==> src/rtl/addsub_accumulator_pkg.sv <==
// Shared definitions for the add/subtract accumulator: opcodes, FSM states and
// the default datapath width.
package addsub_accumulator_pkg;

  localparam int DEFAULT_WIDTH = 4;

  typedef enum logic [1:0] {
    OP_LOAD = 2'b00,
    OP_ADD  = 2'b01,
    OP_SUB  = 2'b10,
    OP_CLR  = 2'b11
  } op_e;

  typedef enum logic [1:0] {
    ST_IDLE = 2'b00,
    ST_EXEC = 2'b01,
    ST_RESP = 2'b10
  } state_e;

endpackage

==> src/rtl/addsub_core.sv <==
// Ripple-carry adder/subtractor. When m=1, b is inverted and m is the carry-in,
// so the result is a - b in two's complement.
module addsub_core #(
  parameter int WIDTH = 4
) (
  input  logic [WIDTH-1:0] a,
  input  logic [WIDTH-1:0] b,
  input  logic             m,
  output logic [WIDTH-1:0] sum,
  output logic             cout
);

  logic [WIDTH:0]   w_carry;
  logic [WIDTH-1:0] w_bx;

  assign w_carry[0] = m;

  // One full-adder cell per bit.
  for (genvar i = 0; i < WIDTH; i++) begin : g_fa
    assign w_bx[i]      = b[i] ^ m;
    assign sum[i]       = a[i] ^ w_bx[i] ^ w_carry[i];
    assign w_carry[i+1] = (a[i] & w_bx[i]) | (w_carry[i] & (a[i] ^ w_bx[i]));
  end

  assign cout = w_carry[WIDTH];

endmodule

==> src/rtl/addsub_accumulator.sv <==
// Accumulator sequencing the ripple adder/subtractor with valid/ready handshakes
// on the command and result sides.
//   state | meaning
//   IDLE  | ready for a command; in_ready=1
//   EXEC  | adder evaluates acc op operand; acc/flags captured at end of cycle
//   RESP  | result and flags presented until the consumer takes them
module addsub_accumulator
  import addsub_accumulator_pkg::*;
#(
  parameter int WIDTH = DEFAULT_WIDTH
) (
  input  logic             clk,
  input  logic             rst,
  input  logic             in_valid,
  output logic             in_ready,
  input  logic [1:0]       in_op,
  input  logic [WIDTH-1:0] in_data,
  output logic             out_valid,
  input  logic             out_ready,
  output logic [WIDTH-1:0] out_data,
  output logic             out_c,
  output logic             out_z,
  output logic             out_n,
  output logic             out_v,
  output logic [WIDTH-1:0] acc
);

  localparam int MSB = WIDTH - 1;

  state_e           r_state;
  state_e           w_state_next;
  op_e              r_op;
  logic [WIDTH-1:0] r_operand;
  logic [WIDTH-1:0] r_acc;
  logic             r_c, r_z, r_n, r_v;

  logic             w_mode;
  logic [WIDTH-1:0] w_sum;
  logic             w_cout;
  logic [WIDTH-1:0] w_result;
  logic             w_c;
  logic             w_v;

  assign w_mode = (r_op == OP_SUB);

  addsub_core #(.WIDTH(WIDTH)) u_core (
    .a    (r_acc),
    .b    (r_operand),
    .m    (w_mode),
    .sum  (w_sum),
    .cout (w_cout)
  );

  always_comb begin
    w_state_next = r_state;
    case (r_state)
      ST_IDLE: if (in_valid) w_state_next = ST_EXEC;
      ST_EXEC: w_state_next = ST_RESP;
      ST_RESP: if (out_ready) w_state_next = ST_IDLE;
      default: w_state_next = ST_IDLE;
    endcase
  end

  // Carry and overflow only carry meaning for the arithmetic opcodes.
  always_comb begin
    w_result = w_sum;
    w_c      = 1'b0;
    w_v      = 1'b0;
    case (r_op)
      OP_LOAD: w_result = r_operand;
      OP_CLR:  w_result = '0;
      OP_ADD: begin
        w_c = w_cout;
        w_v = (r_acc[MSB] == r_operand[MSB]) && (w_sum[MSB] != r_acc[MSB]);
      end
      OP_SUB: begin
        w_c = w_cout;
        w_v = (r_acc[MSB] != r_operand[MSB]) && (w_sum[MSB] != r_acc[MSB]);
      end
      default: w_result = w_sum;
    endcase
  end

  always_ff @(posedge clk) begin
    if (rst) begin
      r_state   <= ST_IDLE;
      r_op      <= OP_LOAD;
      r_operand <= '0;
      r_acc     <= '0;
      r_c       <= 1'b0;
      r_z       <= 1'b0;
      r_n       <= 1'b0;
      r_v       <= 1'b0;
    end else begin
      r_state <= w_state_next;
      if (r_state == ST_IDLE && in_valid) begin
        r_op      <= op_e'(in_op);
        r_operand <= in_data;
      end
      if (r_state == ST_EXEC) begin
        r_acc <= w_result;
        r_c   <= w_c;
        r_z   <= (w_result == '0);
        r_n   <= w_result[MSB];
        r_v   <= w_v;
      end
    end
  end

  assign in_ready  = (r_state == ST_IDLE) && !rst;
  assign out_valid = (r_state == ST_RESP);
  assign out_data  = r_acc;
  assign out_c     = r_c;
  assign out_z     = r_z;
  assign out_n     = r_n;
  assign out_v     = r_v;
  assign acc       = r_acc;

endmodule
==> config.mk <==
export PLATFORM = sky130hd
export DESIGN_NAME = addsub_accumulator
export DESIGN_NICKNAME = d
export VERILOG_FILES = /design/src/rtl/addsub_accumulator_pkg.sv /design/src/rtl/addsub_core.sv /design/src/rtl/addsub_accumulator.sv
export SDC_FILE = /design/constraint.sdc
export NUM_CORES = 1
export LEC_CHECK = 0
export BUFFER_PORTS_ARGS = -buffer_cell sky130_fd_sc_hd__buf_2
export CAP_MARGIN = 20
export CORE_MARGIN = 2
export CORE_UTILIZATION = 25
export DETAILED_ROUTE_END_ITERATION = 6
export PLACE_DENSITY_LB_ADDON = 0.05
export SETUP_SLACK_MARGIN = 0.5
export SYNTH_ARGS = -nofsm -noshare
export SYNTH_HDL_FRONTEND = slang
export SYNTH_SLANG_ARGS = --single-unit
==> constraint.sdc <==
create_clock -name clk -period 4.2 [get_ports clk]
set_clock_uncertainty 0.1 [all_clocks]
set_input_delay 0.42 -clock clk [delete_from_list [all_inputs] [get_ports clk]]
set_output_delay 0.42 -clock clk [all_outputs]
set_load 0.1 [all_outputs]
# [Yosys cells after proc, flatten, opt, wreduce, memory -nomap -nowiden]
# Cells that the tools add are included.
[totals] ff_bits=16 latchBits=0 mem_bits_rw=0 mem_bits_ro=0 inputBits=10 elab_cells=58 memories=0
[op_classes] addsub=0 multipliers=0 div_mod_pow=0 n_lt_le_gt_ge=0 eq_ne=10 shift=0 n_mux=6 bitwise_logic=24 reduce_logical=10
[ops] op="1-bit bitwise XOR" n=12
[ops] op="1-bit bitwise AND" n=8
[ops] op="4-bit one-hot mux with 2 select lines" n=1
[ops] op="2-bit equality test (second input constant)" n=3
[ops] op="2-bit one-hot mux with 3 select lines" n=1
[ops] op="2-bit by 1-bit equality test with 1-bit output (second input constant)" n=2
[ops] op="1-bit logical AND" n=4
[ops] op="2-bit zero test" n=2
[ops] op="4-bit zero test" n=1
[ops] op="2-bit two-way mux" n=2
[ops] op="1-bit bitwise OR" n=4
[ops] op="1-bit != test" n=2
[ops] op="2-bit by 1-bit != test with 1-bit output (second input constant)" n=1
[ops] op="2-bit != test (second input constant)" n=1
[ops] op="1-bit one-hot mux with 2 select lines" n=1
[ops] op="2-bit AND reduction" n=1
[ops] op="2-bit OR reduction" n=1
[ops] op="1-bit equality test" n=1
[ops] op="1-bit zero test" n=1
[ops] op="1-bit two-way mux" n=1

# [Longest topological paths before layout]
# Gate-level depths: netlist of the first run.
[depth] word_depth=13 mapped_depth=11

# [By module]
# A second synthesis of the first run with hierarchy kept.
[hier_totals] hier_cells=92 area_unflattened_um2=867.1
[by_module_without_submodules] mod="addsub_accumulator" n_inst=1 cells_each=80 area_per_inst_um2=745.7
[by_module_without_submodules] mod="addsub_core" n_inst=1 cells_each=12 area_per_inst_um2=121.4

# [Worst setup path before layout of the first run]
# Ideal clock, no wire load.
[synth_path] path_type="input-to-output" startpoint="input rst" endpoint="output in_ready" t_arrival_ns=2.632 required_ns=3.680 slack_ns=1.048 cell_stages=2 path_buffers=1 path_cell_list="clkbuf_1 nor3_1"
[synth_via] elab_chain_cells=2
[synth_lines] element="start, declared" line="addsub_accumulator.sv:13" rtl="input logic rst,"
[synth_lines] element="1-bit zero test" line="addsub_accumulator.sv:110" rtl="assign in_ready = (r_state == ST_IDLE) && !rst;"
[synth_lines] element="1-bit logical AND" line="addsub_accumulator.sv:110"
[synth_lines] element="end, declared" line="addsub_accumulator.sv:15" rtl="output logic in_ready,"
# No other way between the ends.

# [Final worst setup path of the first run]
[layout_path] startpoint="register r_op[0]" endpoint="register r_z, in the netlist out_z"
[layout_via] elab_chain_cells=12 word_cells_on_any_way=26 classes_between="eq/ne: 2; mux: 1; bitwise: 21; reduce/logical: 2"
[layout_lines] element="start, declared" line="addsub_accumulator.sv:32" rtl="op_e r_op;"
[layout_lines] element="start signal, assigned" line="addsub_accumulator.sv:97" rtl="r_op <= op_e'(in_op);"
[layout_lines] element="2-bit equality test" line="addsub_accumulator.sv:44" rtl="assign w_mode = (r_op == OP_SUB);"
[layout_lines] element="1-bit bitwise XOR" line="addsub_core.sv:20" rtl="assign w_bx[i] = b[i] ^ m;"
[layout_lines] element="1-bit bitwise XOR" line="addsub_core.sv:21, addsub_core.sv:22"
[layout_lines] element="1-bit bitwise AND" line="addsub_core.sv:22" rtl="assign w_carry[i+1] = (a[i] & w_bx[i]) | (w_carry[i] & (a[i] ^ w_bx[i]));"
[layout_lines] element="1-bit bitwise OR" line="addsub_core.sv:22"
[layout_lines] element="1-bit bitwise AND" line="addsub_core.sv:22"
[layout_lines] element="1-bit bitwise OR" line="addsub_core.sv:22"
[layout_lines] element="1-bit bitwise AND" line="addsub_core.sv:22"
[layout_lines] element="1-bit bitwise OR" line="addsub_core.sv:22"
[layout_lines] element="1-bit bitwise XOR" line="addsub_core.sv:21" rtl="assign sum[i] = a[i] ^ w_bx[i] ^ w_carry[i];"
[layout_lines] element="4-bit one-hot mux with 2 select lines *" line="addsub_accumulator.sv:69" rtl="case (r_op)"
[layout_lines] element="4-bit zero test *" line="addsub_accumulator.sv:103" rtl="r_z <= (w_result == '0);"
[layout_lines] element="end signal, assigned" line="addsub_accumulator.sv:103"
[layout_lines] element="end, declared" line="addsub_accumulator.sv:35" rtl="logic r_c, r_z, r_n, r_v;"
# Every way passes the cells marked *; elsewhere a longest branch is shown, timed or not.
# A chain may end at the register's enable or synchronous reset.

==> impl_metrics.toml, run 1 <==
[sta]
finalHoldViolations = 0
fin_crit_sh_pct = 64.3
finalCriticalPeriod_ns = 2.70
fin_setup_tns_ns = 0
slew_violations = 0
rsz0062_at_grt = "no"
worst_pin_slew_ns = 0.490
setup_violations = 0
max_slew_margin_pct = 67.6
max_freq_ghz = 0.371

[worst_setup_path]
required_ns = 4.35
path_cells = "inv_1, ha_1, xor2_1, fa_1, inv_1, fa_1, fa_1, inv_1, a221oi_2, a41o_1"
crit_cells = 10
slowest_stage = "fa_1"
path_max_fanout = 4
worstSetupEndpointType = "flip-flop"
crit_type = "flip-flop to flip-flop"
critPathBufInv = 3
max_stage_delay_ns = 0.48
cp_top_family = "adder cells"
start_kind = "flip-flop"
reg2reg_depth = 10
worstPathArrival_ns = 2.85

[layout]
final_common_cell = "buf_2"
multi_input_area_sq_um = 455
final-seq-area_sq_um = 300
final_nets = 126
final_cell_mix = "buf_2, dfxtp_1, nor2_1"
n_fill_cell = 352
layout-drive-gt1-share_pct = 30.0
final_util_pct = 31.5
area_growth_pct = 17.5
final_cells = 154
antennaDiodeCount = 0

[detailed_routing]
num_vias = 663
drtPass1Iterations = 4
drc = 0
drt_iter0_markers = 13
avgViaCountPerCell = 4.31
wl_mm = 1.75
ant_nets = 0
wl_per_cell_microns = 11.4

[power]
peakVddDrop_v = 0.000108
p_leak_nw = 0.425
p_seq_share_pct = 41.7
clock_power_share_pct = 23.5
p_switching_w = 0.000162
switching_share_pct = 42.3
combPwrFrac_pct = 34.9
power_density_nw_per_um2 = 393
cell_internal_pwr_w = 0.000221
total_power_w = 0.000383

[cts]
cts_root_buf = "clkbuf_4"
cts_made_buffers = 3
clkTransAtPathRegs_ns = 0.11
cts_resized = 0
cts_buffer_depth = 2
clock_latency_ns = 0.30
cts_tree = "yes"
cts.sink_count = 15
ctsHtreeMaxLevel = 1
post-cts-setup-buffers = 0
hold_buffers = 0

[logic_synthesis]
ys_types = 30
syn_inst = 91
synth_seq_cells = 15
netlist_area_sq_um = 831
ys_warn_count = 0
ys_seq_area_share_pct = 36.1
synth_nets = 106
syn_avg_cell_area_sq_um = 9.13

[global_route]
grt_max_degree = 17
grt.overflow.total = 0
grt_antenna_before_repair = 0
grt_pass1_vias = 606
grt_pass1_wl_mm = 2.86
grt_usage_pct = 10.7

[floorplan]
fp.dieH_microns = 61.6
die_w_microns = 61.6
initial_core_util_pct = 26.8
row_count = 20
die_area_sq_um = 3800
coreArea_sq_um = 3100
pin_count = 24

[place]
gp_congestion = 0.797
numPlacedInstances = 150
portBuffers = 23
dp_hpwl_mm = 1.34

[worst_hold_path]
holdPathStages = 2
holdCritPathClass = "input port to flip-flop"

[status]
status = "finished, final reports clean"

[flow_run]
maxCapViolations = 0
## stage by stage
step                worst slack, ns  instance area (sq um)  hold slack (ns)
floorplan                      1.05                    831            0.412
global placement               1.53                    948            0.339
detailed placement             1.51                    948            0.345
CTS                            1.50                    976            0.221
global route                   1.31                    976            0.227
finish                         1.50                    976            0.230
## power by group through the flow
stage | combinational (W) | sequential [W] | clock (W)
finish | 0.000134 | 0.000160 | 0.0000899
floorplan | 0.0000919 | 0.000188 | 0
global placement | 0.000135 | 0.000163 | 0
global route | 0.000144 | 0.000162 | 0.000101
CTS | 0.000135 | 0.000160 | 0.0000949
detailed placement | 0.000135 | 0.000163 | 0
## cells in the mapped netlist
library cell	number	area [sq um]
inv_1	6	22.5
nand2b_1	2	12.5
a41o_1	1	10.0
mux2_2	1	11.3
nand2_1	5	18.8
dfxtp_1	15	300
o21ai_1	1	5.00
nand2b_2	1	8.76
xnor2_1	2	17.5
nor3_1	2	10.0
nor2_1	11	41.3
nand3b_1	1	7.51
o211ai_1	2	15.0
clkbuf_1	2	7.51
nor3b_4	1	18.8
xor2_1	1	8.76
and3_1	1	6.26
o21a_1	1	7.51
ha_1	2	25.0
nor3b_1	1	7.51
buf_4	6	45.0
a211oi_1	3	22.5
fa_1	3	60.1
a221oi_2	1	15.0
and2b_2	2	17.5
nor2b_1	2	12.5
mux2i_1	4	40.0
and2_1	1	6.26
o21ai_0	2	10.0
a21oi_1	8	40.0
## logic make-up (layout without fill, tap and decap cells)
group           after synthesis  after routing  share of synthesized area [%]
compound gates               19             19                           15.1
xor+xnor                      3              3                           3.16
flops                        15             15                           36.1
buf+inv                      14             33                           9.04
simple gates                 30             30                           20.2
fa+ha+maj                     5              5                           10.2
mux                           5              5                           6.17
## path summary, 6_finish.rpt
kind,from,end,slack (ns)
worst min register to register,out_c$_SDFFE_PP0N_,out_c$_SDFFE_PP0N_,0.36
worst max register to register,r_op[0]$_SDFFE_PP0P_,out_z$_SDFFE_PP0N_,1.50
worst min-delay path,in_valid,r_state[0]$_SDFFE_PP0P_,0.23
worst max-delay path,r_op[0]$_SDFFE_PP0P_,out_z$_SDFFE_PP0N_,1.50
## registers in the layout, summed over array words and instances, names as in the netlist
| signal | count |
|---|---|
| acc | 4 |
| out_c | 1 |
| out_v | 1 |
| out_z | 1 |
| r_op | 2 |
| r_operand | 4 |
| r_state | 2 |
## cell type report
type	count	area share [%]
Inverter	6	2.31
Clock inverter	1	0.513
Sequential cell	15	30.8
Timing Repair Buffer	23	11.8
Clock buffer	3	2.31
Tap cell	44	5.64
Multi-Input combinational cell	62	46.7
## routing by layer
metal / share of wire [%] / up-vias / GRT usage [%]
met5: 0 / - / 0
met3: 4.3 / 4 / 2.94
li1: - / 340 / -
met1: 48 / 305 / 14.3
met2: 45 / 14 / 14.9
met4: 2.4 / 0 / 7.29
Note: power is estimated with default switching activity, not from simulation.
==> run 2, diff against run 1 <==
--- a/config.mk
+++ b/config.mk
@@ -5,6 +5,7 @@
 export SDC_FILE = /design/constraint.sdc
 export NUM_CORES = 1
 export LEC_CHECK = 0
+export ABC_AREA = 1
 export BUFFER_PORTS_ARGS = -buffer_cell sky130_fd_sc_hd__buf_2
 export CAP_MARGIN = 20
 export CORE_MARGIN = 2
==> constraint.sdc (replaced) <==
create_clock -name clk -period 2.3 [get_ports clk]
set_clock_uncertainty 0.1 [all_clocks]
set_input_delay 0.23 -clock clk [delete_from_list [all_inputs] [get_ports clk]]
set_output_delay 0.23 -clock clk [all_outputs]
set_load 0.1 [all_outputs]
==> run 2 against run 1 <==
  * The run now ends with setup timing left
  * Critical path depth is 1 higher
  * Wire length up 2.6%
  * Maximum frequency increased by 11%
  * Synthesized cell count increased by 19%
  * Flip-flop and latch count unchanged
  * Critical path type unchanged
  * Critical endpoint is now out_v$_SDFFE_PP0N_
  * Highest routed layer is now met3
==> impl_metrics.toml, run 2 <==
[logic_synthesis]
synth_nets = 123
synth_top_flop_cell = "dfxtp_1"
synth_edf_count = 0
synth_seq_cells = 15
synth_top_area_cell = "dfxtp_1"
synthTopCellsByCount = "nand2_1, dfxtp_1, inv_1, nor2_1, o21ai_0"
ys_warn_count = 0
async_reset_ff_share_pct = 0
ys_seq_area_share_pct = 37.0
post-synth-top-count-cell = "nand2_1"
ys_types = 23
syn_avg_cell_area_sq_um = 7.52
yosysTopAreaCellShare_pct = 37.0
synthTopCellsByArea = "dfxtp_1, nand2_1, fa_1"
syn_inst = 108
netlist_area_sq_um = 812

[worst_setup_path]
start_kind = "flip-flop"
worstPathArrival_ns = 2.56
required_ns = 2.43
path_max_fanout = 3
r2r-start = "r_op[0]$_SDFFE_PP0P_"
worstSetupEndpointType = "flip-flop"
crit_type = "flip-flop to flip-flop"
crit_start = "r_op[0]$_SDFFE_PP0P_"

[flow_run]
maxCapViolations = 0

[layout]
area_growth_pct = 35.0
final_common_cell = "buf_2"
n_fill_cell = 350
final_util_pct = 35.6
final_nets = 152
final_cells = 180
final_cell_mix = "buf_2, nand2_1, nor2_1"
layout-drive-gt1-share_pct = 41.9
antennaDiodeCount = 0
final-seq-area_sq_um = 312
multi_input_area_sq_um = 472

[place]
numPlacedInstances = 173
gp_congestion = 0.739
portBuffers = 23
dp_hpwl_mm = 1.38

[status]
status = "complete, but fails checks"
violations = "setup timing"

[detailed_routing]
ant_nets = 0
avgViaCountPerCell = 4.05
drc = 0
drtPass1Iterations = 4
drt_iter0_markers = 18
num_vias = 729
wl_mm = 1.80
wl_per_cell_microns = 9.97

[cts]
cts.sink_count = 15
hold_buffers = 0
cts_tree = "yes"
cts_buffer_depth = 2
clkTransAtPathRegs_ns = 0.10
clock_latency_ns = 0.29
cts_root_buf = "clkbuf_4"
ctsHtreeMaxLevel = 1
cts_made_buffers = 3

[sta]
fin_crit_sh_pct = 106
rsz0062_at_grt = "yes"
slew_violations = 0
max_freq_ghz = 0.411
setup_violations = 3
worst_pin_slew_ns = 0.486
fin_setup_tns_ns = -0.272
setup_slack_ns = -0.130
finalCriticalPeriod_ns = 2.43
finalHoldViolations = 0
max_slew_margin_pct = 67.8

[floorplan]
die_area_sq_um = 3720
die_w_microns = 61.0
row_count = 20
fp.dieH_microns = 61.0
pin_count = 24
initial_core_util_pct = 26.4
coreArea_sq_um = 3080

[global_route]
grt_pass1_vias = 677
grt_pass1_wl_mm = 2.98
grt.overflow.total = 0
grt_max_degree = 11
grt_antenna_before_repair = 0
grt_usage_pct = 10.9

[worst_hold_path]
holdCritPathClass = "input port to flip-flop"
worstHoldStart = "out_ready"

[power]
p_leak_nw = 0.518
power_density_nw_per_um2 = 711
peakVddDrop_v = 0.000246
-- run 2: changes by cell type after synthesis, moves of 3 or more --
cell,delta
o21ai_0,+8
nand3_1,+6
mux2i_1,-4
inv_1,+8
nand2_1,+13
nor2_1,+3
-- run 2: report_power, final --
part	switching, W	leakage (nW)	internal (W)	total [W]
Clock	0.0000869	0.0150	0.0000674	0.000154
Combinational	0.000230	0.377	0.0000982	0.000328
Sequential	0.0000169	0.126	0.000280	0.000297
Total	0.000334	0.518	0.000445	0.000779
-- run 2: routing by layer --
layer  wire length, microns  global-route usage (%)  up-vias
met1                    893                    14.7      318
met4                      0                    1.86        0
met3                     86                    3.84        0
li1                       -                       -      391
met5                      0                       0        -
met2                    815                    17.2       20
-- run 2: kinds of logic after synthesis --
logic type,share of synthesized area [%]
and+or+nand+nor,20.6
buffers and inverters,12.6
AOI/OAI and AO/OA,13.6
DFF,37.0
adders and majority gates,10.5
xor gates and xnor gates,4.32
muxes,1.39
-- run 2: final cells by class --
class | instances | area share [%]
multi-input cells | 71 | 43.0
clock buffers | 4 | 2.40
well taps | 44 | 5.02
flip-flops and latches | 15 | 28.4
inverters | 15 | 5.14
repair buffers | 31 | 16.0
-- run 2: what timing repair did --
item	in CTS	in global routing
pin swaps	4	5
gates cloned	0	0
setup endpoints to repair	5	6
gates resized for setup	0	9
buffers inserted	1	2
-- run 2: metrics by stage --
step / total power, W / hold slack, ns / instance area, sq um / setup WS (ns)
floorplan: 0.000557 / 0.297 / 862 / -0.184
global placement: 0.000605 / 0.353 / 1020 / -0.138
detailed placement: 0.000606 / 0.355 / 1020 / -0.157
CTS: 0.000767 / 0.0777 / 1050 / -0.0913
global route: 0.000834 / 0.106 / 1100 / -0.244
finish: 0.000779 / 0.0952 / 1100 / -0.130
-- run 2: worst max-delay path: stages (launching register included) --
cell,delay (ns)
dfxtp_2,0.33
inv_2,0.04
ha_4,0.16
mux2_4,0.27
fa_2,0.35
inv_2,0.06
fa_2,0.18
fa_1,0.42
buf_4,0.15
o21ai_1,0.11
nand3_1,0.08
a21oi_1,0.11
-- run 2: path summary, 6_finish.rpt --
check | to | slack (ns) | cells after the start
setup / recovery | out_v$_SDFFE_PP0N_ | -0.13 | 11
hold / removal | r_state[1]$_SDFFE_PP0P_ | 0.1 | 4
setup reg to reg | out_v$_SDFFE_PP0N_ | -0.13 | 11
hold reg to reg | out_v$_SDFFE_PP0N_ | 0.37 | 2
==> run 3, diff against run 2 <==
==> constraint.sdc (replaced) <==
create_clock -name clk -period 2.3 [get_ports clk]
set_clock_uncertainty 0.1 [all_clocks]
set_input_delay 0.23 -clock clk [delete_from_list [all_inputs] [get_ports clk]]
set_output_delay 0.23 -clock clk [all_outputs]
set_load 0.005 [all_outputs]
==> run 3 against run 2 <==
  * The run still ends with setup timing left
  * Sequential power barely moved
  * Largest power group is now sequential cells
  * Critical path depth rose by 2
  * Sequential share of layout area rose by 0.73 points
  * First-iteration DRC count fell by 33%
  * Non-clock buffer count fell by 3
  * Clock power barely moved
  * Register-to-register slack improved by 0.02 ns
  * Clock-buffer cell count did not move
==> impl_metrics.toml, run 3 (synthesis results as in run 2) <==
[layout]
final_cell_mix = "buf_2, nand2_1, nor2_1, dfxtp_1, inv_1"
layout-drive-gt1-share_pct = 34.6
antennaDiodeCount = 0
final_common_cell = "buf_2"
final_nets = 149
area_growth_pct = 27.9

[worst_setup_path]
start_kind = "flip-flop"
worstPathArrival_ns = 2.53
path_max_fanout = 3
slowest_stage = "fa_1"
crit_type = "flip-flop to flip-flop"
required_ns = 2.42
max_stage_delay_ns = 0.53
worstSetupEndpointType = "flip-flop"
crit_cells = 13
path_cells = "inv_2, ha_4, xor2_2, fa_2, inv_2, fa_2, fa_1, inv_1, nand2_1, nand2_1, nor2_2, nand3_2, a21oi_2"
cp_top_family = "adder cells"
critPathBufInv = 3
reg2reg_depth = 13

[worst_hold_path]
holdPathStages = 3
holdCritPathClass = "input port to flip-flop"

[sta]
fin_crit_sh_pct = 105
finalHoldViolations = 0
slew_violations = 0
rsz0062_at_grt = "yes"
finalCriticalPeriod_ns = 2.41
setup_slack_ns = -0.114
setup_violations = 3
max_freq_ghz = 0.414
max_slew_margin_pct = 81.4
worst_pin_slew_ns = 0.279
fin_setup_tns_ns = -0.309

[detailed_routing]
avgViaCountPerCell = 3.97
wl_per_cell_microns = 9.73
num_vias = 703
wl_mm = 1.72
drt_iter0_markers = 12
drtPass1Iterations = 4
drc = 0
ant_nets = 0

[floorplan]
coreArea_sq_um = 3080
die_area_sq_um = 3720
die_w_microns = 61.0
pin_count = 24
fp.dieH_microns = 61.0
initial_core_util_pct = 26.4
row_count = 20

[status]
violations = "setup timing"
status = "complete, but fails checks"

[power]
peakVddDrop_v = 0.000251
p_leak_nw = 0.499
total_power_w = 0.000629
power_density_nw_per_um2 = 606

[cts]
post-cts-setup-buffers = 0
cts_root_buf = "clkbuf_4"
clkTransAtPathRegs_ns = 0.09
ctsHtreeMaxLevel = 1
cts_made_buffers = 3
cts_tree = "yes"
clock_latency_ns = 0.28
cts_buffer_depth = 2
cts.sink_count = 15

[global_route]
grt_pass1_vias = 643
grt_pass1_wl_mm = 2.88
grt_usage_pct = 10.8
grt_max_degree = 11
grt_antenna_before_repair = 0
grt.overflow.total = 0

[flow_run]
maxCapViolations = 0

[place]
dp_hpwl_mm = 1.43
pre_cts_ws_ns = -0.175
portBuffers = 23
gp_congestion = 0.777
-- run 3: stage by stage --
step | utilization (%) | hold slack, ns | cell area, sq um | std cells
6_report | 33.7 | 0.0993 | 1040 | 177
5_1_grt | 33.7 | 0.0990 | 1040 | 177
4_1_cts | 33.5 | 0.0895 | 1030 | 177
3_5_place_dp | 32.6 | 0.356 | 1000 | 173
3_3_place_gp | 32.6 | 0.354 | 1000 | 173
2_1_floorplan | - | 0.296 | 848 | 108
-- run 3: per-layer routing --
layer / wire length, microns / vias to the layer above / part of all wire (%) / track usage (%)
li1: - / 384 / - / -
met1: 861 / 302 / 50 / 13.8
met2: 764 / 15 / 44 / 16.9
met3: 78 / 2 / 4.5 / 2.56
met4: 19 / 0 / 1.1 / 5.59
met5: 0 / - / 0 / 0
-- run 3: report_power, final --
group | internal [W] | total (W) | switching (W)
combinational | 0.0000794 | 0.000180 | 0.000100
clock | 0.0000672 | 0.000152 | 0.0000852
sequential | 0.000280 | 0.000297 | 0.0000167
total | 0.000426 | 0.000629 | 0.000202
-- run 3: layout make-up --
| type | count | area, sq um |
|---|---|---|
| Multi-Input combinational cell | 71 | 445 |
| Fill cell | 347 | 2040 |
| Inverter | 15 | 56.3 |
| Tap cell | 44 | 55.1 |
| Timing Repair Buffer | 28 | 153 |
| Sequential cell | 15 | 303 |
| Clock buffer | 4 | 26.3 |
-- run 3: repair_timing --
action	CTS	global route
setup endpoints to repair	5	5
hold buffers	0	0
pin swaps	6	1
gates resized for setup	0	3
-- run 3: worst min-delay path, stage by stage --
cell	delay, ns
buf_2	0.07
o21ai_0	0.07
nor2_1	0.07
-- run 3: final timing paths --
check | to | from | slack, ns
setup / recovery | out_z$_SDFFE_PP0N_ | r_op[0]$_SDFFE_PP0P_ | -0.11
hold / removal | r_operand[2]$_SDFFE_PP0P_ | in_data[2] | 0.1
setup reg to reg | out_z$_SDFFE_PP0N_ | r_op[0]$_SDFFE_PP0P_ | -0.11
hold reg to reg | out_v$_SDFFE_PP0N_ | out_v$_SDFFE_PP0N_ | 0.37
